**src/rtl/match_scoreboard.sv**
```systemverilog
// First-to-N match scoreboard: counts rounds, wins, losses, draws and win streak,
// and declares a winner at the target score or at the round limit.
module match_scoreboard #(
   parameter int CNT_W      = 4,
   parameter int WIN_TARGET = 3,
   parameter int MAX_ROUNDS = 9
) (
   input  logic             clk,
   input  logic             resetn,
   input  logic             new_game,
   input  logic             result_valid,
   input  logic [1:0]       matchresult,
   output logic             result_ready,
   output logic [CNT_W-1:0] round,
   output logic [CNT_W-1:0] win,
   output logic [CNT_W-1:0] lose,
   output logic [CNT_W-1:0] draw,
   output logic [CNT_W-1:0] streak,
   output logic             game_over,
   output logic [1:0]       winner
);

   typedef enum logic {PLAY = 1'b0, OVER = 1'b1} state_t;

   localparam logic [CNT_W-1:0] TARGET = CNT_W'(WIN_TARGET);
   localparam logic [CNT_W-1:0] LIMIT  = CNT_W'(MAX_ROUNDS);
   localparam logic [CNT_W-1:0] ONE    = CNT_W'(1);

   state_t           state_reg,  state_next;
   logic [CNT_W-1:0] round_reg,  round_next;
   logic [CNT_W-1:0] win_reg,    win_next;
   logic [CNT_W-1:0] lose_reg,   lose_next;
   logic [CNT_W-1:0] draw_reg,   draw_next;
   logic [CNT_W-1:0] streak_reg, streak_next;
   logic [1:0]       winner_reg, winner_next;
   logic [1:0]       sync_reg;
   logic             accept;

   // Reset release is pipelined through two flops before results may be accepted.
   always_ff @(posedge clk or negedge resetn) begin
      if (!resetn) sync_reg <= 2'b00;
      else         sync_reg <= {sync_reg[0], 1'b1};
   end

   assign accept = sync_reg[1] && (state_reg == PLAY) && result_valid &&
                   !new_game && (matchresult != 2'b00);

   always_comb begin
      state_next  = state_reg;
      round_next  = round_reg;
      win_next    = win_reg;
      lose_next   = lose_reg;
      draw_next   = draw_reg;
      streak_next = streak_reg;
      winner_next = winner_reg;
      if (new_game) begin
         state_next  = PLAY;
         round_next  = '0;
         win_next    = '0;
         lose_next   = '0;
         draw_next   = '0;
         streak_next = '0;
         winner_next = 2'b00;
      end else if (accept) begin
         round_next = round_reg + ONE;
         case (matchresult)
            2'b01: begin
               draw_next   = draw_reg + ONE;
               streak_next = '0;
            end
            2'b10: begin
               win_next    = win_reg + ONE;
               streak_next = streak_reg + ONE;
            end
            2'b11: begin
               lose_next   = lose_reg + ONE;
               streak_next = '0;
            end
            default: ;
         endcase
         // Reaching the target outranks the round limit.
         if (win_next == TARGET) begin
            state_next  = OVER;
            winner_next = 2'b01;
         end else if (lose_next == TARGET) begin
            state_next  = OVER;
            winner_next = 2'b10;
         end else if (round_next == LIMIT) begin
            state_next = OVER;
            if (win_next > lose_next)      winner_next = 2'b01;
            else if (lose_next > win_next) winner_next = 2'b10;
            else                           winner_next = 2'b11;
         end
      end
   end

   always_ff @(posedge clk or negedge resetn) begin
      if (!resetn) begin
         state_reg  <= PLAY;
         round_reg  <= '0;
         win_reg    <= '0;
         lose_reg   <= '0;
         draw_reg   <= '0;
         streak_reg <= '0;
         winner_reg <= 2'b00;
      end else begin
         state_reg  <= state_next;
         round_reg  <= round_next;
         win_reg    <= win_next;
         lose_reg   <= lose_next;
         draw_reg   <= draw_next;
         streak_reg <= streak_next;
         winner_reg <= winner_next;
      end
   end

   assign result_ready = (state_reg == PLAY);
   assign game_over    = (state_reg == OVER);
   assign round        = round_reg;
   assign win          = win_reg;
   assign lose         = lose_reg;
   assign draw         = draw_reg;
   assign streak       = streak_reg;
   assign winner       = winner_reg;

endmodule

```
**config.mk**
```make
export PLATFORM = sky130hd
export DESIGN_NAME = match_scoreboard
export DESIGN_NICKNAME = d
export VERILOG_FILES = /design/src/rtl/match_scoreboard.sv
export SDC_FILE = /design/constraint.sdc
export NUM_CORES = 1
export LEC_CHECK = 0
export CORE_ASPECT_RATIO = 1.1
export CORE_MARGIN = 2
export CORE_UTILIZATION = 62
export CTS_BUF_LIST = sky130_fd_sc_hd__clkbuf_16
export CTS_CLUSTER_SIZE = 28
export DETAILED_ROUTE_END_ITERATION = 6
export DONT_BUFFER_PORTS = 1
export PLACE_DENSITY = 0.78
export SLEW_MARGIN = 15
export SYNTH_ARGS = -nofsm -noshare
export SYNTH_HDL_FRONTEND = slang
export SYNTH_SLANG_ARGS = --single-unit
```
**constraint.sdc**
```tcl
create_clock -name clk -period 2.6 [get_ports clk]
set_input_delay 0.39 -clock clk [delete_from_list [all_inputs] [get_ports clk]]
set_output_delay 0.39 -clock clk [all_outputs]
set_load 0.01 [all_outputs]
```
# Word-level counts from Yosys, hierarchy flattened
# Cells that the tools add are included.
dict set report totals {
  reg_bits 25
  out_inout_bits 24
  wordCells 66
  inputBits 6
}
dict set report op_classes {
  bitwise 1
  muxes 30
  reduce_logical 14
  order_cmp 2
  n_addsub 5
  n_eq_ne 6
}
# operator count
set op_table {}
lappend op_table {{$mux W4} 17}
lappend op_table {{$add A4 B1 Y4 const B} 5}
lappend op_table {{$mux W2} 6}
lappend op_table {{$eq A4 B2 Y1 const B} 2}
lappend op_table {{$gt A4 B4 Y1} 2}
lappend op_table {{$pmux W4 S2} 1}
lappend op_table {{$mux W1} 6}
lappend op_table {{$reduce_and A2 Y1} 3}
lappend op_table {{$reduce_bool A2 Y1} 3}
lappend op_table {{$eq A2 B2 Y1 const B} 2}
lappend op_table {{$eq A4 B4 Y1 const B} 1}
lappend op_table {{$logic_and A1 B1 Y1} 4}
lappend op_table {{$reduce_bool A4 Y1} 1}
lappend op_table {{$reduce_bool A3 Y1} 1}
lappend op_table {{$eq A2 B1 Y1 const B} 1}
lappend op_table {{$reduce_or A2 Y1} 1}
lappend op_table {{$logic_not A1 Y1} 1}
lappend op_table {{$not A1 Y1} 1}

# Logic depth before layout (Yosys ltp)
# Gate-level depths: netlist (run 1).
dict set report logic_depth {
  depth_word 15
  mapped_depth 9
  mapped_depth_nobuf 8
}

# Worst setup path after synthesis (run 1)
# No wires, ideal clock.
dict set report synth_path {
  path_type {register to register}
  start {reg lose_reg[0] (netlist: lose[0])}
  end {reg winner_reg[0] (netlist: winner[0])}
  stages_incl_launch_ff 9
  arrival_time_ns 2.146
  synth_period_minus_slack_ns 2.222
  setup_time_ns 0.077
  path_buffers 0
  required_ns 2.523
  slack_ns 0.378
  path_cell_list {dfrtp_1 -> ha_1 -> mux2_2 -> ha_1 -> nor2b_1 -> o221a_1 -> o41ai_1 -> a41oi_1 -> o21ai_1}
}
dict set report synth_between {
  elab_chain_cells 12
  elab_cells_between_ends 16
  classes_between {add/sub: 1; order compare: 2; eq/ne: 1; mux: 10; reduce/logical: 2}
}
# item line_no
set synth_rtl {}
lappend synth_rtl {{start, declared} 32} ;# logic [CNT_W-1:0] lose_reg, lose_next;
lappend synth_rtl {{start signal, assigned} 110} ;# lose_reg <= lose_next;
lappend synth_rtl {{$add A4 B1 Y4} 76} ;# lose_next = lose_reg + ONE;
lappend synth_rtl {{$mux W4 *} 66} ;# case (matchresult)
lappend synth_rtl {{$mux W4 *} 64} ;# end else if (accept) begin
lappend synth_rtl {{$mux W4 *} 56} ;# if (new_game) begin
lappend synth_rtl {{$gt A4 B4 Y1} 91} ;# else if (lose_next > win_next) winner_next = 2'b10;
lappend synth_rtl {{$mux W1} 91}
lappend synth_rtl {{$mux W2} 90} ;# if (win_next > lose_next) winner_next = 2'b01;
lappend synth_rtl {{$mux W2} 88} ;# end else if (round_next == LIMIT) begin
lappend synth_rtl {{$mux W2} 85} ;# end else if (lose_next == TARGET) begin
lappend synth_rtl {{$mux W2} 82} ;# if (win_next == TARGET) begin
lappend synth_rtl {{$mux W2} 64}
lappend synth_rtl {{$mux W2} 56}
lappend synth_rtl {{end signal, assigned} 113} ;# winner_reg <= winner_next;
lappend synth_rtl {{end, declared} 35} ;# logic [1:0] winner_reg, winner_next;
# Mark *: on every way between the ends. The rest lies on a longest branch, timed or not. The select of a mux whose other input is x is not followed.
# A chain may end at the register's enable or synchronous reset.

# Final worst setup path (run 1)
dict set report layout_path {
  start {reg win_reg[0] (netlist: win[0])}
  end {reg winner_reg[0] (netlist: winner[0])}
}
dict set report layout_between {
  elab_chain_cells 12
  elab_cells_between_ends 16
  classes_between {add/sub: 1; order compare: 2; eq/ne: 1; mux: 10; reduce/logical: 2}
}
# item line_no
set layout_rtl {}
lappend layout_rtl {{start, declared} 31} ;# logic [CNT_W-1:0] win_reg, win_next;
lappend layout_rtl {{start signal, assigned} 109} ;# win_reg <= win_next;
lappend layout_rtl {{$add A4 B1 Y4} 72} ;# win_next = win_reg + ONE;
lappend layout_rtl {{$mux W4 *} 66}
lappend layout_rtl {{$mux W4 *} 64}
lappend layout_rtl {{$mux W4 *} 56}
lappend layout_rtl {{$gt A4 B4 Y1} 91}
lappend layout_rtl {{$mux W1} 91}
lappend layout_rtl {{$mux W2} 90}
lappend layout_rtl {{$mux W2} 88}
lappend layout_rtl {{$mux W2} 85}
lappend layout_rtl {{$mux W2} 82}
lappend layout_rtl {{$mux W2} 64}
lappend layout_rtl {{$mux W2} 56}
# Marks and branches as above.

==> results.py, run 1 <==
metrics = {
    "power": {
        "leakage_nw": 0.738,
        "pwr_density_cell_nw_per_um2": 504,
        "design_power_total_mw": 0.845,
        "vdd_drop_max_uv": 473,
    },
    "cells_and_area": {
        "antennaDiodeCount": 0,
        "share_of_cells_above_drive_strength_1_pct": 9.09,
        "layout.cells.most_common": "sky130_fd_sc_hd__dfrtp_1",
        "most_used_cells_in_the_layout_excluding_fill_and_tap_cells": "sky130_fd_sc_hd__dfrtp_1 (25), sky130_fd_sc_hd__nor2_1 (19), sky130_fd_sc_hd__a21oi_1 (13)",
        "finalInstanceArea_um2": 1680,
        "layout.cells.non_filler": 196,
        "syn_to_final_growth_pct": 8.33,
        "final_net_count": 181,
    },
    "critical_path": {
        "setup.worst_path.start_class": "flop",
        "timing.critical_path.arrival_ns": 2.58,
        "cp_data_required_time_ns": 2.78,
        "critical_path_class": "flop to flop",
        "timing.critical_path.to_type": "flop",
        "critical_path_peak_fanout": 7,
    },
    "yosys": {
        "yosysWarningCount": 0,
        "synth.avg_cell_area_um2": 9.50,
        "postSynthRegisterBits": 25,
        "synthDistinctLibCells": 45,
        "netlist_instances": 163,
        "synth_enable_flop_cells": 0,
        "mappedNetlistArea_um2": 1550,
        "synth_nets": 178,
        "share_of_synthesized_area_occupied_by_flip_flops_and_latches_pct": 40.4,
        "async_reset_ff_share_pct": 100,
        "ys_dominant_reg_cell": "sky130_fd_sc_hd__dfrtp_1",
    },
    "global_routing": {
        "vias_in_the_first_global_route": 1227,
        "number_of_antenna_violations_at_the_first_check_in_global_routing": 0,
        "largest_net_degree_at_the_start_of_global_routing": 26,
        "groute.usage.overall_pct": 24.3,
        "grt_first_pass_wirelength_mm": 5.39,
        "grt-ovfl-total": 0,
    },
    "timing": {
        "final.setup.tns_ns": 0,
        "final.min_clock_period_ns": 2.39,
        "finalSetupViolCount": 0,
        "report.final.slew_viol_count": 0,
        "maxClockFrequency_mhz": 418,
        "final.setup_skew_ns": 0.00168,
        "worst_slew_pin_slew_ns": 0.530,
        "hold_viol": 0,
        "rsz0062_at_grt": "false",
        "period_share_pct": 92.0,
        "slew_headroom_pct": 64.6,
        "final.hold.worst_slack_ns": 0.187,
    },
    "cts": {
        "worstSkewPairLatency_ns": 0.25,
        "clock_tree.root_cell": "sky130_fd_sc_hd__clkbuf_16",
        "cts_buffers": 3,
        "cts.clk_slew.worst_paths_ns": 0.06,
        "cts.sinks": 25,
        "cts_tree": "done",
        "ctsResizeCount": 0,
        "htree_levels": 1,
        "cts_buffer_depth": 2,
    },
    "placement": {
        "routability_congestion": 0.749,
        "place_hpwl_mm": 2.24,
        "count_of_input_and_output_buffers": 0,
        "dpl_cell_area_um2": 1570,
        "place.detailed.instances": 190,
    },
    "floorplanning": {
        "num_rows": 19,
        "floorplan.core_area_um2": 2420,
        "boundaryPins": 30,
        "initial_core_util_pct": 63.8,
        "die-area_um2": 2910,
        "chipHeight_um": 56.4,
        "horizontal_die_dimension_um": 51.6,
    },
    "detailed_routing": {
        "viasPerCell": 6.03,
        "number_of_nets_with_antenna_violations_after_routing": 0,
        "route.detailed.drc": 0,
        "totalWireLength_mm": 3.16,
        "detail_route.first_pass.iterations": 4,
        "drt-initial-drc-count": 30,
        "routedWlPerCell_um": 16.1,
        "routed-via-count": 1182,
    },
    "run": {
        "maxCapViolations": 0,
    },
    "run_status": {
        "run_status": "complete, no violations",
    },
    "hold_path": {
        "hold_path.class": "input pin to flop",
    },
}
-- final cells by class --
cell class / count / area [um2]
Clock buffer: 3 / 75.1
Multi-Input combinational cell: 126 / 865
Sequential cell: 25 / 626
Tap cell: 31 / 38.8
Timing Repair Buffer: 4 / 45.0
Inverter: 6 / 22.5
Fill cell: 195 / 748
Clock inverter: 1 / 5.00
-- metrics by stage --
step / setup slack, ns / utilization, %
2_1_floorplan: 0.378 / -
3_3_place_gp: 0.312 / 64.6
3_5_place_dp: 0.230 / 64.6
4_1_cts: 0.216 / 69.1
5_1_grt: 0.0305 / 69.1
6_report: 0.207 / 69.1
-- power by group --
| group | switching (mW) | internal (mW) | leakage, nW |
|---|---|---|---|
| clock | 0.132 | 0.207 | 0.0409 |
| sequential | 0.0207 | 0.403 | 0.341 |
| combinational | 0.0453 | 0.0375 | 0.356 |
-- worst paths after layout --
check                      cells after the start                  start               endpoint  slack, ns
max in group asynchronous                      2                 resetn    lose[2]$_DFFE_PN0P_       1.89
min                                            1               new_game    lose[3]$_DFFE_PN0P_       0.19
max                                            8     win[0]$_DFFE_PN0P_  winner[0]$_DFFE_PN0P_       0.21
min reg2reg                                    0  sync_reg[0]$_DFF_PN0_  sync_reg[1]$_DFF_PN0_       0.36
max reg2reg                                    8     win[0]$_DFFE_PN0P_  winner[0]$_DFFE_PN0P_       0.21
min in group asynchronous                      2                 resetn  winner[1]$_DFFE_PN0P_       0.56
-- worst max-delay path: stages (launching register included) --
cell,delay (ns)
sky130_fd_sc_hd__dfrtp_1,0.51
sky130_fd_sc_hd__nand4b_1,0.18
sky130_fd_sc_hd__or3_1,0.36
sky130_fd_sc_hd__and2_1,0.18
sky130_fd_sc_hd__ha_1,0.33
sky130_fd_sc_hd__and3_1,0.16
sky130_fd_sc_hd__o41ai_1,0.40
sky130_fd_sc_hd__a41oi_1,0.08
sky130_fd_sc_hd__o21ai_1,0.13
-- cell usage after synthesis (all sizes together), types with 2 or more instances --
cell,n,share of area (%)
xnor2,10,6.9
or3,5,2.0
xor2,5,2.8
nand3b,4,2.7
nand3,3,1.3
dfrtp,25,40
nand4,3,1.2
or2,2,0.81
a21oi,13,4.2
and3,3,1.2
nand2,11,2.8
buf,3,1.5
o21ai,9,2.9
nor3,5,1.6
and2,4,1.6
ha,9,7.3
nor2,19,4.6
clkbuf,3,0.73
nor3b,3,1.5
inv,6,1.5
mux2i,2,1.3
-- cells by family (layout without fill, tap and decap cells) --
family	Yosys count	in the layout	share of synthesized area, %
and+or+nand+nor	66	66	23.7
DFF	25	25	40.4
adders and majority gates	9	9	7.28
xor gates and xnor gates	15	15	9.70
other	1	1	0.242
buffers and inverters	12	14	3.72
AOI/OAI and AO/OA	32	32	12.9
muxes	3	3	2.02
-- layer usage --
layer / wire [um] / global-route usage [%] / up-vias
li1: - / - / 571
met1: 1250 / 28.1 / 575
met2: 1720 / 43.8 / 32
met3: 157 / 5.32 / 4
met4: 36 / 7.52 / 0
met5: 0 / 0 / -
-- repair_timing --
item / CTS / global route
hold endpoints to repair: 25 / 0
hold buffers: 2 / 0
buffers inserted: 0 / 0
Note: power is estimated with default switching activity, not from simulation.
==> run 2: changes to the inputs <==
--- a/config.mk
+++ b/config.mk
@@ -5,6 +5,7 @@
 export SDC_FILE = /design/constraint.sdc
 export NUM_CORES = 1
 export LEC_CHECK = 0
+export ABC_AREA = 1
 export CORE_ASPECT_RATIO = 1.1
 export CORE_MARGIN = 2
 export CORE_UTILIZATION = 62
==> run 2 against run 1 <==
Net effect:
- via count rose by 0.76%
- global-route usage fell by 1.7 points
- wire length fell by 7.9%
- sequential share of layout area rose by 0.51 points
- critical path depth rose by 3
==> results.py, run 2 <==
metrics = {
    "yosys": {
        "synthDistinctLibCells": 27,
        "synth_largest_type_area_fraction_pct": 40.5,
        "ys_dominant_reg_cell": "sky130_fd_sc_hd__dfrtp_1",
        "post_synth_most_frequent_cells": "sky130_fd_sc_hd__nand2_1 (42), sky130_fd_sc_hd__inv_1 (28), sky130_fd_sc_hd__dfrtp_1 (25), sky130_fd_sc_hd__nand3_1 (12), sky130_fd_sc_hd__nor2_1 (11)",
        "yosysWarningCount": 0,
        "async_reset_ff_share_pct": 100,
        "postSynthRegisterBits": 25,
        "synth.avg_cell_area_um2": 8.18,
        "netlist_instances": 189,
        "share_of_synthesized_area_occupied_by_flip_flops_and_latches_pct": 40.5,
        "mappedNetlistArea_um2": 1550,
        "synthDominantAreaCellType": "sky130_fd_sc_hd__dfrtp_1",
        "synth_area_leaders": "sky130_fd_sc_hd__dfrtp_1 (40%), sky130_fd_sc_hd__nand2_1 (10%), sky130_fd_sc_hd__ha_1 (7.3%), sky130_fd_sc_hd__inv_1 (6.8%), sky130_fd_sc_hd__nand3_1 (3.9%)",
        "synth_enable_flop_cells": 0,
        "synthMostInstantiatedCell": "sky130_fd_sc_hd__nand2_1",
        "synth_nets": 204,
    },
    "placement": {
        "routability_congestion": 0.809,
        "detailedPlace.worstSlack_ns": 0.604,
        "count_of_input_and_output_buffers": 0,
        "place_hpwl_mm": 2.15,
    },
    "cells_and_area": {
        "final_net_count": 207,
        "layout.cells.most_common": "sky130_fd_sc_hd__nand2_1",
        "antennaDiodeCount": 0,
        "most_used_cells_in_the_layout_excluding_fill_and_tap_cells": "sky130_fd_sc_hd__nand2_1 (42), sky130_fd_sc_hd__inv_1 (29), sky130_fd_sc_hd__dfrtp_1 (25)",
        "layout.core_utilization_pct": 72.0,
        "share_of_cells_above_drive_strength_1_pct": 15.2,
        "syn_to_final_growth_pct": 6.96,
    },
    "critical_path": {
        "setup.worst_path.start_class": "flop",
        "critical_path_class": "flop to flop",
        "critical_path_peak_fanout": 4,
        "cp_data_required_time_ns": 2.75,
        "timing.critical_path.to_type": "flop",
        "reg2reg_depth": 11,
        "timing.critical_path.arrival_ns": 2.15,
    },
    "cts": {
        "cts_buffer_depth": 2,
        "clock_tree.root_cell": "sky130_fd_sc_hd__clkbuf_16",
        "cts.clk_slew.worst_paths_ns": 0.06,
        "cts_buffers": 3,
        "cts.sinks": 25,
        "cts_tree": "done",
        "htree_levels": 1,
        "worstSkewPairLatency_ns": 0.26,
    },
    "floorplanning": {
        "chipHeight_um": 56.4,
        "die-area_um2": 2910,
        "initial_core_util_pct": 67.3,
        "boundaryPins": 30,
        "num_rows": 18,
        "horizontal_die_dimension_um": 51.6,
        "floorplan.core_area_um2": 2300,
    },
    "global_routing": {
        "grt_first_pass_wirelength_mm": 5.10,
        "vias_in_the_first_global_route": 1206,
        "groute.usage.overall_pct": 22.6,
        "grt-ovfl-total": 0,
        "number_of_antenna_violations_at_the_first_check_in_global_routing": 0,
        "largest_net_degree_at_the_start_of_global_routing": 26,
    },
    "timing": {
        "final.setup_skew_ns": 0.00373,
        "postLayoutSetupSlackWorst_ns": 0.605,
        "period_share_pct": 76.7,
        "finalSetupViolCount": 0,
        "hold_viol": 0,
        "final.min_clock_period_ns": 1.99,
        "report.final.slew_viol_count": 0,
        "final.setup.tns_ns": 0,
        "rsz0062_at_grt": "false",
        "maxClockFrequency_mhz": 501,
    },
    "hold_path": {
        "hold_path.class": "input pin to flop",
        "hold-path-cell-count": 1,
    },
    "power": {
        "vdd_drop_max_uv": 529,
        "leakage_nw": 0.858,
        "pwr_density_cell_nw_per_um2": 514,
    },
    "detailed_routing": {
        "detail_route.first_pass.iterations": 4,
        "viasPerCell": 5.39,
        "drt-initial-drc-count": 20,
        "routedWlPerCell_um": 13.2,
        "routed-via-count": 1191,
        "route.detailed.drc": 0,
        "number_of_nets_with_antenna_violations_after_routing": 0,
        "totalWireLength_mm": 2.91,
    },
    "run": {
        "maxCapViolations": 0,
    },
    "run_status": {
        "run_status": "complete, no violations",
    },
}
-- run 2: routing by layer --
layer	wire length, um	GRT usage (%)	part of all wire, %	up-vias
met5	0	0	0	-
met4	20	5.64	0.69	0
met3	148	3.72	5.1	2
met2	1510	39.6	52	34
met1	1230	28.6	42	547
li1	-	-	-	608
-- run 2: final timing paths --
| path | from | to | slack (ns) |
|---|---|---|---|
| max in group asynchronous | resetn | win[2]$_DFFE_PN0P_ | 1.89 |
| min | new_game | draw[3]$_DFFE_PN0P_ | 0.19 |
| min reg2reg | sync_reg[0]$_DFF_PN0_ | sync_reg[1]$_DFF_PN0_ | 0.37 |
| min in group asynchronous | resetn | streak[2]$_DFFE_PN0P_ | 0.57 |
| max reg2reg | lose[0]$_DFFE_PN0P_ | winner[0]$_DFFE_PN0P_ | 0.61 |
| max | lose[0]$_DFFE_PN0P_ | winner[0]$_DFFE_PN0P_ | 0.61 |
-- run 2: metrics by stage --
step / area, um2 / power, mW / instances / hold slack (ns)
floorplan: 1550 / 0.504 / 189 / 0.0944
global placement: 1550 / 0.507 / 215 / 0.0949
detailed placement: 1550 / 0.511 / 215 / 0.0948
CTS: 1650 / 0.853 / 221 / 0.191
global route: 1650 / 0.888 / 221 / 0.183
finish: 1650 / 0.849 / 221 / 0.192
-- run 2: logic make-up (layout without fill, tap and decap cells) --
logic type                 Yosys count  in the layout  share of synthesized area [%]
xor gates and xnor gates             5              5                           2.83
DFF                                 25             25                           40.5
adders and majority gates            9              9                           7.28
buffers and inverters               36             38                           10.8
other                                1              1                          0.242
AOI/OAI and AO/OA                   30             30                           12.8
and+or+nand+nor                     83             83                           25.6
-- run 2: cell type report --
| type | count | area, um2 |
|---|---|---|
| multi-input combinational | 128 | 754 |
| tap | 30 | 37.5 |
| clock buffer | 3 | 75.1 |
| fill | 194 | 643 |
| inverter | 32 | 128 |
| clock inverter | 1 | 3.75 |
| timing repair buffer | 2 | 30.0 |
| sequential | 25 | 626 |
-- run 2: critical path, cell delays in order (launching register included) --
cell and delay [ns]:
sky130_fd_sc_hd__dfrtp_1 0.45, sky130_fd_sc_hd__ha_1 0.34, sky130_fd_sc_hd__o21ai_2 0.20, sky130_fd_sc_hd__inv_1 0.07, sky130_fd_sc_hd__ha_1 0.29, sky130_fd_sc_hd__inv_1 0.04, sky130_fd_sc_hd__o21bai_1 0.14, sky130_fd_sc_hd__nand4_1 0.11
sky130_fd_sc_hd__nand3_1 0.11, sky130_fd_sc_hd__nand2_1 0.06, sky130_fd_sc_hd__nand2_1 0.05, sky130_fd_sc_hd__nand2_1 0.04
-- run 2: where the power goes --
part | switching, mW | internal (mW)
clock network | 0.128 | 0.205
logic | 0.0644 | 0.0354
registers | 0.0160 | 0.400
-- run 2: timing repair --
item | CTS | global route
hold endpoints to repair | 25 | 0
gates resized for setup | 0 | 0
buffers inserted | 0 | 0
hold buffers | 2 | 0
==> run 3: changes to the inputs <==
--- a/config.mk
+++ b/config.mk
@@ -8,12 +8,12 @@
 export ABC_AREA = 1
 export CORE_ASPECT_RATIO = 1.1
 export CORE_MARGIN = 2
-export CORE_UTILIZATION = 62
+export CORE_UTILIZATION = 56
 export CTS_BUF_LIST = sky130_fd_sc_hd__clkbuf_16
 export CTS_CLUSTER_SIZE = 28
 export DETAILED_ROUTE_END_ITERATION = 6
 export DONT_BUFFER_PORTS = 1
-export PLACE_DENSITY = 0.78
+export PLACE_DENSITY = 0.74
 export SLEW_MARGIN = 15
 export SYNTH_ARGS = -nofsm -noshare
 export SYNTH_HDL_FRONTEND = slang
==> constraint.sdc (replaced) <==
create_clock -name clk -period 1.7 [get_ports clk]
set_input_delay 0.255 -clock clk [delete_from_list [all_inputs] [get_ports clk]]
set_output_delay 0.255 -clock clk [all_outputs]
set_load 0.01 [all_outputs]
==> run 3 against run 2 <==
Net effect:
- the run now ends with setup timing left
- maximum frequency rose by 12%
- global-route usage grew 0.48 points
- core utilization fell by 0.17 points
- final cell count is 8.1% higher
- combinational power increased by 95%
- power grew 58%
- sequential power rose by 52%
- die area increased by 9.9%
- flip-flop and latch count unchanged
- cell area up 11%
- wire length rose by 12%
- clock skew fell by 0.0011 ns
- critical path type unchanged
- highest routed layer unchanged
==> results.py, run 3 (synthesis gave the netlist of run 2 again) <==
metrics = {
    "timing": {
        "final.min_clock_period_ns": 1.79,
        "finalSetupViolCount": 1,
        "rsz0062_at_grt": "true",
        "maxClockFrequency_mhz": 559,
        "postLayoutSetupSlackWorst_ns": -0.0882,
        "hold_viol": 0,
        "final.hold.worst_slack_ns": 0.0526,
        "final.setup_skew_ns": 0.00264,
        "period_share_pct": 105,
        "report.final.slew_viol_count": 0,
    },
    "detailed_routing": {
        "route.layer.met1.wl_mm": 1.45,
        "route.detailed.drc": 0,
        "detail_route.first_pass.iterations": 4,
        "top_signal_layer_used": "met4",
        "routed-via-count": 1286,
        "number_of_nets_with_antenna_violations_after_routing": 0,
        "drt-initial-drc-count": 35,
        "totalWireLength_mm": 3.25,
        "detailroute.wirelength.met3_um": 168,
        "routed-wl-met2_mm": 1.60,
        "viasPerCell": 5.38,
        "routedWlPerCell_um": 13.6,
    },
    "floorplanning": {
        "floorplan.core_area_um2": 2570,
        "num_rows": 19,
        "horizontal_die_dimension_um": 54.1,
        "boundaryPins": 30,
        "die-area_um2": 3200,
        "initial_core_util_pct": 60.2,
        "chipHeight_um": 59.1,
    },
    "cts": {
        "cts.clk_slew.worst_paths_ns": 0.06,
        "clock_tree.root_cell": "sky130_fd_sc_hd__clkbuf_16",
        "worstSkewPairLatency_ns": 0.26,
        "cts.sinks": 25,
        "cts_buffer_depth": 2,
        "htree_levels": 1,
        "cts_buffers": 3,
        "cts_tree": "done",
    },
    "global_routing": {
        "vias_in_the_first_global_route": 1272,
        "largest_net_degree_at_the_start_of_global_routing": 26,
        "grt_first_pass_wirelength_mm": 5.47,
        "grt-ovfl-total": 0,
        "number_of_antenna_violations_at_the_first_check_in_global_routing": 0,
        "groute.usage.overall_pct": 23.1,
    },
    "critical_path": {
        "cp_data_required_time_ns": 1.85,
        "setup.reg_to_reg.worst_slack_ns": -0.09,
        "critical_path_class": "flop to flop",
        "timing.critical_path.arrival_ns": 1.94,
        "critical_path_peak_fanout": 2,
        "timing.critical_path.to_type": "flop",
        "setup.worst_path.start_class": "flop",
    },
    "power": {
        "leakage_nw": 0.944,
        "pwr_density_cell_nw_per_um2": 729,
        "vdd_drop_max_uv": 732,
        "design_power_total_mw": 1.35,
    },
    "cells_and_area": {
        "antennaDiodeCount": 0,
        "most_used_cells_in_the_layout_excluding_fill_and_tap_cells": "sky130_fd_sc_hd__nand2_1 (41), sky130_fd_sc_hd__inv_1 (27), sky130_fd_sc_hd__dfrtp_1 (25)",
        "layout.cells.most_common": "sky130_fd_sc_hd__nand2_1",
        "fillerInstances": 198,
        "share_of_cells_above_drive_strength_1_pct": 26.4,
        "syn_to_final_growth_pct": 19.3,
        "layout.cells.non_filler": 239,
        "final_net_count": 224,
    },
    "hold_path": {
        "hold_path.class": "input pin to flop",
    },
    "placement": {
        "place_hpwl_mm": 2.39,
        "place.detailed.instances": 232,
        "count_of_input_and_output_buffers": 0,
        "routability_congestion": 0.814,
    },
    "run": {
        "maxCapViolations": 0,
    },
    "run_status": {
        "violations": "setup timing",
        "run_status": "complete, but fails checks",
    },
}
-- run 3: cell types whose count changed in the layout (fill, tap and decap cells not counted), sizes merged --
cell / delta
buf: +17
-- run 3: per-stage QoR --
step / setup WS [ns] / cell area, um2 / setup TNS (ns) / utilization (%)
after global routing: -0.204 / 1840 / -0.377 / 71.8
after CTS: -0.105 / 1790 / -0.118 / 69.6
after floorplan: -0.0726 / 1550 / -0.0726 / -
after detailed placement: -0.0947 / 1670 / -0.0998 / 64.9
after global placement: -0.0189 / 1670 / -0.0189 / 64.9
final: -0.0882 / 1840 / -0.0882 / 71.8
-- run 3: final timing paths --
kind | cells past startpoint | end | from
max in group asynchronous | 2 | round[2]$_DFFE_PN0P_ | resetn
hold / removal | 1 | draw[3]$_DFFE_PN0P_ | new_game
setup / recovery | 11 | winner[0]$_DFFE_PN0P_ | lose[1]$_DFFE_PN0P_
hold reg to reg | 0 | sync_reg[1]$_DFF_PN0_ | sync_reg[0]$_DFF_PN0_
setup reg to reg | 11 | winner[0]$_DFFE_PN0P_ | lose[1]$_DFFE_PN0P_
min in group asynchronous | 2 | lose[3]$_DFFE_PN0P_ | resetn
-- run 3: final cells by class --
class	instances	area [um2]	share of cell area [%]
Tap cell	31	38.8	2.10
Clock inverter	1	3.75	0.204
Timing Repair Buffer	19	161	8.75
Clock buffer	3	75.1	4.07
Sequential cell	25	626	33.9
Multi-Input combinational cell	128	812	44.0
Inverter	32	128	6.92
-- run 3: routing by layer --
metal | up-vias | track usage [%]
met3 | 5 | 5.05
met4 | 0 | 6.43
met5 | - | 0
li1 | 646 | -
met1 | 603 | 30.2
met2 | 32 | 38.2
-- run 3: worst max-delay path, cell delays in order (launching register included) --
cell	delay, ns
sky130_fd_sc_hd__dfrtp_1	0.42
sky130_fd_sc_hd__ha_4	0.26
sky130_fd_sc_hd__o21ai_4	0.13
sky130_fd_sc_hd__inv_2	0.06
sky130_fd_sc_hd__ha_4	0.26
sky130_fd_sc_hd__inv_2	0.03
sky130_fd_sc_hd__o21bai_1	0.13
sky130_fd_sc_hd__nand4_1	0.13
sky130_fd_sc_hd__nand3_2	0.10
sky130_fd_sc_hd__nand2_1	0.06
sky130_fd_sc_hd__nand2_1	0.06
sky130_fd_sc_hd__nand2_1	0.05
-- run 3: timing repair --
action / CTS / global route
endpoints found under the hold margin: 25 / 0
buffers inserted: 0 / 1
resized for setup: 1 / 10
hold buffers: 2 / 0
pin swaps: 1 / 7
endpoints found under the setup margin: 2 / 9
-- run 3: where the power goes --
part           internal [mW]  switching [mW]  leakage [nW]
sequential             0.612          0.0201         0.342
clock                  0.315           0.204        0.0423
combinational         0.0791           0.116         0.560
